`src/rtl/multicycle_ctrl_pkg.sv`:
```
`timescale 1ns/1ps
`default_nettype none
// ============================================================================
//  Module      : multicycle_ctrl_pkg
//  Description : Shared encodings for the RV32I multicycle controller:
//                opcodes, immediate formats, ALU operations, writeback
//                sources and FSM state encodings.
//  Revision    : 1.0 - initial release
// ============================================================================
package multicycle_ctrl_pkg;

    // FSM states; the encoding is visible on the debug state port
    typedef enum logic [2:0] {
        ST_FETCH  = 3'd0,
        ST_DECODE = 3'd1,
        ST_EXEC   = 3'd2,
        ST_MEM    = 3'd3,
        ST_WB     = 3'd4,
        ST_HALT   = 3'd5,
        ST_TRAP   = 3'd6
    } state_t;

    // Supported major opcodes (IR[6:0])
    localparam logic [6:0] OP_R    = 7'b0110011;
    localparam logic [6:0] OP_I    = 7'b0010011;
    localparam logic [6:0] OP_LW   = 7'b0000011;
    localparam logic [6:0] OP_S    = 7'b0100011;
    localparam logic [6:0] OP_B    = 7'b1100011;
    localparam logic [6:0] OP_JAL  = 7'b1101111;
    localparam logic [6:0] OP_JALR = 7'b1100111;
    localparam logic [6:0] OP_LUI  = 7'b0110111;

    // Immediate sign-extension formats
    localparam logic [2:0] I_SEXT = 3'd0;
    localparam logic [2:0] S_SEXT = 3'd1;
    localparam logic [2:0] B_SEXT = 3'd2;
    localparam logic [2:0] U_SEXT = 3'd3;
    localparam logic [2:0] J_SEXT = 3'd4;

    // ALU operations
    localparam logic [3:0] ALU_ADD  = 4'd0;
    localparam logic [3:0] ALU_SUB  = 4'd1;
    localparam logic [3:0] ALU_SLL  = 4'd2;
    localparam logic [3:0] ALU_SLT  = 4'd3;
    localparam logic [3:0] ALU_SLTU = 4'd4;
    localparam logic [3:0] ALU_XOR  = 4'd5;
    localparam logic [3:0] ALU_SRL  = 4'd6;
    localparam logic [3:0] ALU_SRA  = 4'd7;
    localparam logic [3:0] ALU_OR   = 4'd8;
    localparam logic [3:0] ALU_AND  = 4'd9;
    localparam logic [3:0] ALU_LUI  = 4'd10;
    localparam logic [3:0] ALU_NOOP = 4'd15;

    // Writeback sources
    localparam logic [1:0] FROM_ALU = 2'd0;
    localparam logic [1:0] FROM_DM  = 2'd1;
    localparam logic [1:0] PC4      = 2'd2;

    // True for every opcode the controller knows how to sequence
    function automatic logic is_legal_op(input logic [6:0] op);
        case (op)
            OP_R, OP_I, OP_LW, OP_S, OP_B, OP_JAL, OP_JALR, OP_LUI: is_legal_op = 1'b1;
            default:                                                 is_legal_op = 1'b0;
        endcase
    endfunction

endpackage
`default_nettype wire

```
`src/rtl/multicycle_ctrl_alu_dec.sv`:
```
`timescale 1ns/1ps
`default_nettype none
// ============================================================================
//  Module      : multicycle_ctrl_alu_dec
//  Description : Combinational ALU-operation decoder. Maps opcode, funct3
//                and funct7[5] to the ALU operation code.
//  Revision    : 1.0 - initial release
// ============================================================================
module multicycle_ctrl_alu_dec
    import multicycle_ctrl_pkg::*;
(
    input  logic [6:0] opcode_i,
    input  logic [2:0] funct3_i,
    input  logic [6:0] funct7_i,
    output logic [3:0] aluSel_o
);

    // Only funct7[5] distinguishes SUB/SRA from ADD/SRL in RV32I
    logic w_unused_f7;
    assign w_unused_f7 = ^{funct7_i[6], funct7_i[4:0]};

    // Operation select; funct7[5] only turns ADD into SUB for register-register ops
    always_comb begin
        aluSel_o = ALU_NOOP;
        if (opcode_i == OP_R || opcode_i == OP_I) begin
            case (funct3_i)
                3'b000: aluSel_o = (opcode_i == OP_R && funct7_i[5]) ? ALU_SUB : ALU_ADD;
                3'b001: aluSel_o = ALU_SLL;
                3'b010: aluSel_o = ALU_SLT;
                3'b011: aluSel_o = ALU_SLTU;
                3'b100: aluSel_o = ALU_XOR;
                3'b101: aluSel_o = funct7_i[5] ? ALU_SRA : ALU_SRL;
                3'b110: aluSel_o = ALU_OR;
                3'b111: aluSel_o = ALU_AND;
                default: aluSel_o = ALU_NOOP;
            endcase
        end else if (opcode_i == OP_LW || opcode_i == OP_S || opcode_i == OP_B ||
                     opcode_i == OP_JAL || opcode_i == OP_JALR) begin
            aluSel_o = ALU_ADD;
        end else if (opcode_i == OP_LUI) begin
            aluSel_o = ALU_LUI;
        end
    end

endmodule
`default_nettype wire

```
`src/rtl/multicycle_ctrl.sv`:
```
`timescale 1ns/1ps
`default_nettype none
// ============================================================================
//  Module      : multicycle_ctrl
//  Description : RV32I multicycle controller. Sequences FETCH/DECODE/EXEC/
//                MEM/WB, drives memory handshakes, register strobes and
//                datapath selects, counts retired instructions and traps on
//                illegal opcodes or memory handshake timeouts.
//  Revision    : 1.0 - initial release
// ============================================================================
module multicycle_ctrl
    import multicycle_ctrl_pkg::*;
#(
    parameter int TIMEOUT = 16,
    parameter int CNT_W   = 32
) (
    input  logic             clk,
    input  logic             rst_n,
    input  logic [6:0]       opcode_i,
    input  logic [2:0]       funct3_i,
    input  logic [6:0]       funct7_i,
    input  logic             brAns_i,
    input  logic             haltReq_i,
    input  logic             imemReady_i,
    input  logic             dmemReady_i,
    output logic             imemReq_o,
    output logic             dmemReq_o,
    output logic             memRW_o,
    output logic             irWEn_o,
    output logic             abWEn_o,
    output logic             aluOutWEn_o,
    output logic             mdrWEn_o,
    output logic             regWEn_o,
    output logic             pcWEn_o,
    output logic             pcSel_o,
    output logic [2:0]       immSel_o,
    output logic             aSel_o,
    output logic             bSel_o,
    output logic [3:0]       aluSel_o,
    output logic [2:0]       brOp_o,
    output logic [1:0]       wbSel_o,
    output logic [2:0]       state_o,
    output logic [CNT_W-1:0] instret_o,
    output logic             illegal_o,
    output logic             timeout_o
);

    // Last wait-counter value before a handshake is declared dead
    localparam logic [7:0] LAST_WAIT = 8'(TIMEOUT - 1);

    state_t           state_q;
    logic [7:0]       wait_q;
    logic [CNT_W-1:0] instret_q;
    logic [CNT_W-1:0] instret_d;
    logic             illegal_q;
    logic             timeout_q;
    logic             start_q;     // first FETCH cycle after reset release

    logic             w_is_lw;
    logic             w_is_s;
    logic             w_is_b;
    logic             w_is_jump;
    logic             w_in_instr;
    logic [3:0]       w_alu_op;

    assign w_is_lw    = (opcode_i == OP_LW);
    assign w_is_s     = (opcode_i == OP_S);
    assign w_is_b     = (opcode_i == OP_B);
    assign w_is_jump  = (opcode_i == OP_JAL) || (opcode_i == OP_JALR);
    assign w_in_instr = (state_q == ST_DECODE) || (state_q == ST_EXEC) ||
                        (state_q == ST_MEM)    || (state_q == ST_WB);
    assign instret_d  = instret_q + CNT_W'(1);

    multicycle_ctrl_alu_dec u_alu_dec (
        .opcode_i (opcode_i),
        .funct3_i (funct3_i),
        .funct7_i (funct7_i),
        .aluSel_o (w_alu_op)
    );

    // Sequencer: state, handshake wait counter, retire counter and sticky traps
    always_ff @(posedge clk or negedge rst_n) begin
        if (!rst_n) begin
            state_q   <= ST_FETCH;
            wait_q    <= 8'd0;
            instret_q <= '0;
            illegal_q <= 1'b0;
            timeout_q <= 1'b0;
            start_q   <= 1'b1;
        end else begin
            start_q <= 1'b0;
            if (pcWEn_o) begin
                instret_q <= instret_d;
            end
            case (state_q)
                ST_FETCH: begin
                    if (start_q && haltReq_i) begin
                        state_q <= ST_HALT;
                    end else if (imemReady_i) begin
                        state_q <= ST_DECODE;
                    end else if (wait_q == LAST_WAIT) begin
                        state_q   <= ST_TRAP;
                        timeout_q <= 1'b1;
                    end else begin
                        wait_q <= wait_q + 8'd1;
                    end
                end
                ST_DECODE: begin
                    if (is_legal_op(opcode_i)) begin
                        state_q <= ST_EXEC;
                    end else begin
                        state_q   <= ST_TRAP;
                        illegal_q <= 1'b1;
                    end
                end
                ST_EXEC: begin
                    if (w_is_lw || w_is_s) begin
                        state_q <= ST_MEM;
                        wait_q  <= 8'd0;
                    end else if (w_is_b) begin
                        state_q <= haltReq_i ? ST_HALT : ST_FETCH;
                        wait_q  <= 8'd0;
                    end else begin
                        state_q <= ST_WB;
                    end
                end
                ST_MEM: begin
                    if (dmemReady_i) begin
                        if (w_is_s) begin
                            state_q <= haltReq_i ? ST_HALT : ST_FETCH;
                            wait_q  <= 8'd0;
                        end else begin
                            state_q <= ST_WB;
                        end
                    end else if (wait_q == LAST_WAIT) begin
                        state_q   <= ST_TRAP;
                        timeout_q <= 1'b1;
                    end else begin
                        wait_q <= wait_q + 8'd1;
                    end
                end
                ST_WB: begin
                    state_q <= haltReq_i ? ST_HALT : ST_FETCH;
                    wait_q  <= 8'd0;
                end
                ST_HALT: begin
                    if (!haltReq_i) begin
                        state_q <= ST_FETCH;
                        wait_q  <= 8'd0;
                    end
                end
                default: begin
                    state_q <= ST_TRAP;
                end
            endcase
        end
    end

    // Per-state strobes and handshake requests; FETCH is gated by rst_n so nothing leaks in reset
    always_comb begin
        imemReq_o   = 1'b0;
        dmemReq_o   = 1'b0;
        memRW_o     = 1'b0;
        irWEn_o     = 1'b0;
        abWEn_o     = 1'b0;
        aluOutWEn_o = 1'b0;
        mdrWEn_o    = 1'b0;
        regWEn_o    = 1'b0;
        pcWEn_o     = 1'b0;
        pcSel_o     = 1'b0;
        wbSel_o     = FROM_ALU;
        case (state_q)
            ST_FETCH: begin
                if (rst_n && !(start_q && haltReq_i)) begin
                    imemReq_o = 1'b1;
                    irWEn_o   = imemReady_i;
                end
            end
            ST_DECODE: begin
                abWEn_o = 1'b1;
            end
            ST_EXEC: begin
                aluOutWEn_o = 1'b1;
                if (w_is_b) begin
                    // Taken branch selects the ALU target (pcSel=0)
                    pcWEn_o = 1'b1;
                    pcSel_o = ~brAns_i;
                end
            end
            ST_MEM: begin
                dmemReq_o = 1'b1;
                memRW_o   = w_is_s;
                if (dmemReady_i) begin
                    if (w_is_s) begin
                        pcWEn_o = 1'b1;
                        pcSel_o = 1'b1;
                    end else begin
                        mdrWEn_o = 1'b1;
                    end
                end
            end
            ST_WB: begin
                regWEn_o = 1'b1;
                pcWEn_o  = 1'b1;
                pcSel_o  = ~w_is_jump;
                if (w_is_jump) begin
                    wbSel_o = PC4;
                end else if (w_is_lw) begin
                    wbSel_o = FROM_DM;
                end
            end
            default: begin
            end
        endcase
    end

    // Datapath selects follow the opcode while an instruction is in flight, zero otherwise
    always_comb begin
        immSel_o = I_SEXT;
        aSel_o   = 1'b0;
        bSel_o   = 1'b0;
        brOp_o   = 3'b111;
        aluSel_o = w_alu_op;
        case (opcode_i)
            OP_R:         aSel_o = 1'b1;
            OP_I, OP_LW:  begin aSel_o = 1'b1; bSel_o = 1'b1; end
            OP_S:         begin immSel_o = S_SEXT; aSel_o = 1'b1; bSel_o = 1'b1; end
            OP_B:         begin immSel_o = B_SEXT; bSel_o = 1'b1; brOp_o = funct3_i; end
            OP_JAL:       begin immSel_o = J_SEXT; bSel_o = 1'b1; end
            OP_JALR:      begin aSel_o = 1'b1; bSel_o = 1'b1; end
            OP_LUI:       begin immSel_o = U_SEXT; bSel_o = 1'b1; end
            default:      begin end
        endcase
        if (!w_in_instr) begin
            immSel_o = 3'd0;
            aSel_o   = 1'b0;
            bSel_o   = 1'b0;
            brOp_o   = 3'd0;
            aluSel_o = 4'd0;
        end
    end

    assign state_o   = state_q;
    assign instret_o = instret_q;
    assign illegal_o = illegal_q;
    assign timeout_o = timeout_q;

endmodule
`default_nettype wire
```
`config.mk`:
```
export PLATFORM = sky130hd
export DESIGN_NAME = multicycle_ctrl
export DESIGN_NICKNAME = d
export VERILOG_FILES = /design/src/rtl/multicycle_ctrl_pkg.sv /design/src/rtl/multicycle_ctrl_alu_dec.sv /design/src/rtl/multicycle_ctrl.sv
export SDC_FILE = /design/constraint.sdc
export NUM_CORES = 1
export LEC_CHECK = 0
export CORE_UTILIZATION = 48
export DETAILED_ROUTE_END_ITERATION = 10
export MAX_ROUTING_LAYER = met4
export PLACE_DENSITY = 0.87
export RECOVER_POWER = 100
export SYNTH_ARGS = -nofsm -noshare
export SYNTH_HDL_FRONTEND = slang
export SYNTH_SLANG_ARGS = --single-unit
```
`constraint.sdc`:
```
create_clock -name clk -period 2.2 [get_ports clk]
set_input_delay 0.44 -clock clk [delete_from_list [all_inputs] [get_ports clk]]
set_output_delay 0.44 -clock clk [all_outputs]
set_load 0.01 [all_outputs]
```
==> flow_metrics.tcl <==
set metrics [dict create \
    critPathMaxFanout 4 \
    ys_ff_latch 46 \
    hold_path.class "primary input to asynchronous set/reset pin" \
    slew_headroom_pct 26.85 \
    synth_fp_nets 347 \
    finalWeightedCongestion 0.8922 \
    hold_viol 0 \
    dieArea_sq_mm 0.006368 \
    grt_max_degree 47 \
    wl_microns 8929 \
    drtAntennaViolNets 0 \
    final.setup_skew_ps 8.623 \
    syn_to_final_growth_pct 48.75 \
    startpoint_type "register" \
    synth_area_leader_cell "dfrtp_1" \
    violations "setup timing" \
    grtUsageMet3_pct 5.486 \
    required_ps 1760 \
    crit_type "register to output port" \
    synth_seq_area_share_pct 39.66 \
    synth_edf_count 0 \
    placed_area_sq_mm 0.004096 \
    totalPowerFinal_mw 3.862 \
    ys_top_cells_by_area "dfrtp_1, xor2_1, nor2_1" \
    use_met1_pct 35.07 \
    grt_pass1_wl_microns 14130 \
    cts_tree "yes" \
    p_per_area_mw_per_mm2 893.7 \
    postLayoutCoreUtil_pct 76.15 \
    tightest_slew_ps 1097 \
    final_area_sq_mm 0.004322 \
    grt_pass1_vias 3026 \
    cap_violations 0 \
    use_met2_pct 49.74 \
    status "finished with violations" \
    fin_tns_setup_ps -152.3 \
    final_net_count 479 \
    final.min_clock_period_ps 2266 \
    drc 0 \
    syn_avg_cell_area_sq_um 9.023 \
    grt_setup_unrepaired "yes" \
    postCtsHoldBufs 0 \
    arrival_ps 1830 \
    clock_path_buffers 2 \
    dp.final_hpwl_microns 6124 \
    die_y_microns 79.80 \
    drive_gt1_share_pct 26.81 \
    grt_usage_pct 29.44 \
    fin_cells 527 \
    netlist_instances 322 \
    p_leak_nw 2.051 \
    clk_latency_ps 310 \
    root_buffer "clkbuf_8" \
    core_area_sq_mm 0.005675 \
    antenna_cells 0 \
    peakVddDrop_v 0.0006675 \
    cts_max_level 2 \
    fin_ws_ps -66.33 \
    overflow 0 \
    die_w_microns 79.80 \
    yosys_warnings 0 \
    finalSetupViolCount 4 \
    drt_iter0_drc 285 \
    period_share_pct 103.0 \
    via_per_inst 5.954 \
    dr.pass1.iters 6 \
    clock-sinks 46 \
    start_util_pct 51.19 \
    pin_count 84 \
    routedWlPerCell_microns 16.94 \
    numCtsBuffers 5 \
    ys_types 54 \
    dp.cells 512 \
    clkTransAtPathRegs_ps 90 \
    top_usage_layer "met2" \
    synth.top_cell.area_share_pct 38.76 \
    vias 3138 \
    postSynth.asyncResetShare_pct 100.0 \
    finalMaxSlewViolations 0 \
    synth_area_sq_mm 0.002905 \
    synth_flop_cell "dfrtp_1" \
    antenna_found_initial 0 \
    fmax_mhz 441.2 \
    rows 27 \
    numPortBuffers 77 \
    critPathCaptureType "output port" \
]
-- cells in the mapped netlist, types with 4 or more instances --
master    instances
inv_1            15
nor4_1            6
o211a_1           4
o21ai_0          16
and2_1            4
nand4_1           9
xor2_1           21
nor4_2            7
nand2b_1          4
nor2_1           28
a31oi_1           5
nand3_1          12
and3_1            8
clkbuf_1          8
xnor2_1          12
a21oi_1          10
nor3_1           19
nor2b_1          11
dfrtp_1          45
nand3b_1          5
nand2_1          25
-- critical path, stage by stage (launching register included) --
cell	delay, ps
dfrtp_2	450
nor2_4	190
xnor2_4	110
a211oi_2	280
buf_4	190
o211a_1	160
buf_2	130
-- placed cells by master, fill, tap and decap left out, types with 3 or more instances in the layout --
cell,n
nor3b_1,3
a21oi_1,8
nor3_2,4
dlygate4sd3_1,35
clkdlybuf4s50_1,9
xnor2_1,11
nand2_1,23
nor2_1,26
buf_2,12
dlygate4sd2_1,11
nand3b_1,5
clkdlybuf4s15_1,3
nor4_2,7
inv_1,14
nor4_1,6
buf_4,50
nand3_1,11
o211a_1,4
nor2b_1,9
and3_1,6
clkbuf_8,6
buf_6,6
clkbuf_1,4
nor3_1,14
a22o_1,3
nand2b_1,3
or3_4,3
and2_1,3
o21ai_0,16
a31oi_1,5
xor2_1,21
clkbuf_2,5
dfrtp_1,43
nand4_1,9
-- per-stage QoR --
| step | hold slack, ps | setup slack [ps] |
|---|---|---|
| after floorplan | 144.4 | 197.3 |
| after detailed placement | 443.5 | -616.9 |
| final | 408.5 | -66.33 |
| after CTS | 244.5 | 3.785 |
| after global placement | 444.2 | -586.8 |
| after global routing | 479.4 | -99.65 |
-- repair_timing --
item | CTS | global route
setup buffers | 3 | 4
gates cloned | 0 | 0
endpoints found under the hold margin | 0 | 0
pin swaps | 7 | 6
resized for setup | 92 | 29
setup endpoints to repair | 48 | 20
-- routing by layer --
layer | vias up | share of wire [%]
li1 | 1429 | -
met2 | 169 | 50
met3 | 31 | 7.5
met5 | - | 0
met4 | 0 | 2.4
met1 | 1509 | 40
-- where the power goes --
group	internal (mW)	switching, mW	total [mW]
Combinational	1.07	1.15	2.22
Sequential	0.946	0.135	1.08
Clock	0.260	0.301	0.561
Total	2.27	1.59	3.86
-- sequential cells by signal (all words and copies together), names as in the netlist --
name,flops
instret_o,32
wait_q,8
timeout_o,1
start_q,1
illegal_o,1
state_o,3
-- worst paths after layout --
| kind | to | slack, ps | cells past startpoint | start |
|---|---|---|---|---|
| worst max register to register | wait_q[7] | 100 | 7 | state_o[2] |
| worst min register to register | timeout_o | 470 | 1 | timeout_o |
| min in group clk | timeout_o | 470 | 1 | timeout_o |
| worst min-delay path | state_o[1] | 410 | 2 | rst_n |
| max in group asynchronous | state_o[0] | 1020 | 2 | rst_n |
| worst max-delay path | aluSel_o[0] | -70 | 6 | state_o[0] |
-- cell type report --
type | instances | area, sq um
multi-input cells | 249 | 1788
flip-flops and latches | 46 | 1155
clock inverters | 1 | 8.758
well taps | 72 | 90.09
clock buffers | 7 | 86.33
inverters | 15 | 58.81
repair buffers | 137 | 1135
fillers | 381 | 1354
-- logic make-up (layout without fill, tap and decap cells) --
kind of cell,after synthesis,in the layout,share of synthesized area [%]
buffers and inverters,27,160,4.091
and+or+nand+nor,150,150,29.54
xor gates and xnor gates,33,33,9.948
DFF,46,46,39.66
other,1,1,0.1291
muxes,1,1,0.3445
AOI/OAI and AO/OA,62,62,15.42
adders and majority gates,2,2,0.8612
No activity file was read; power rests on OpenSTA's default activity.
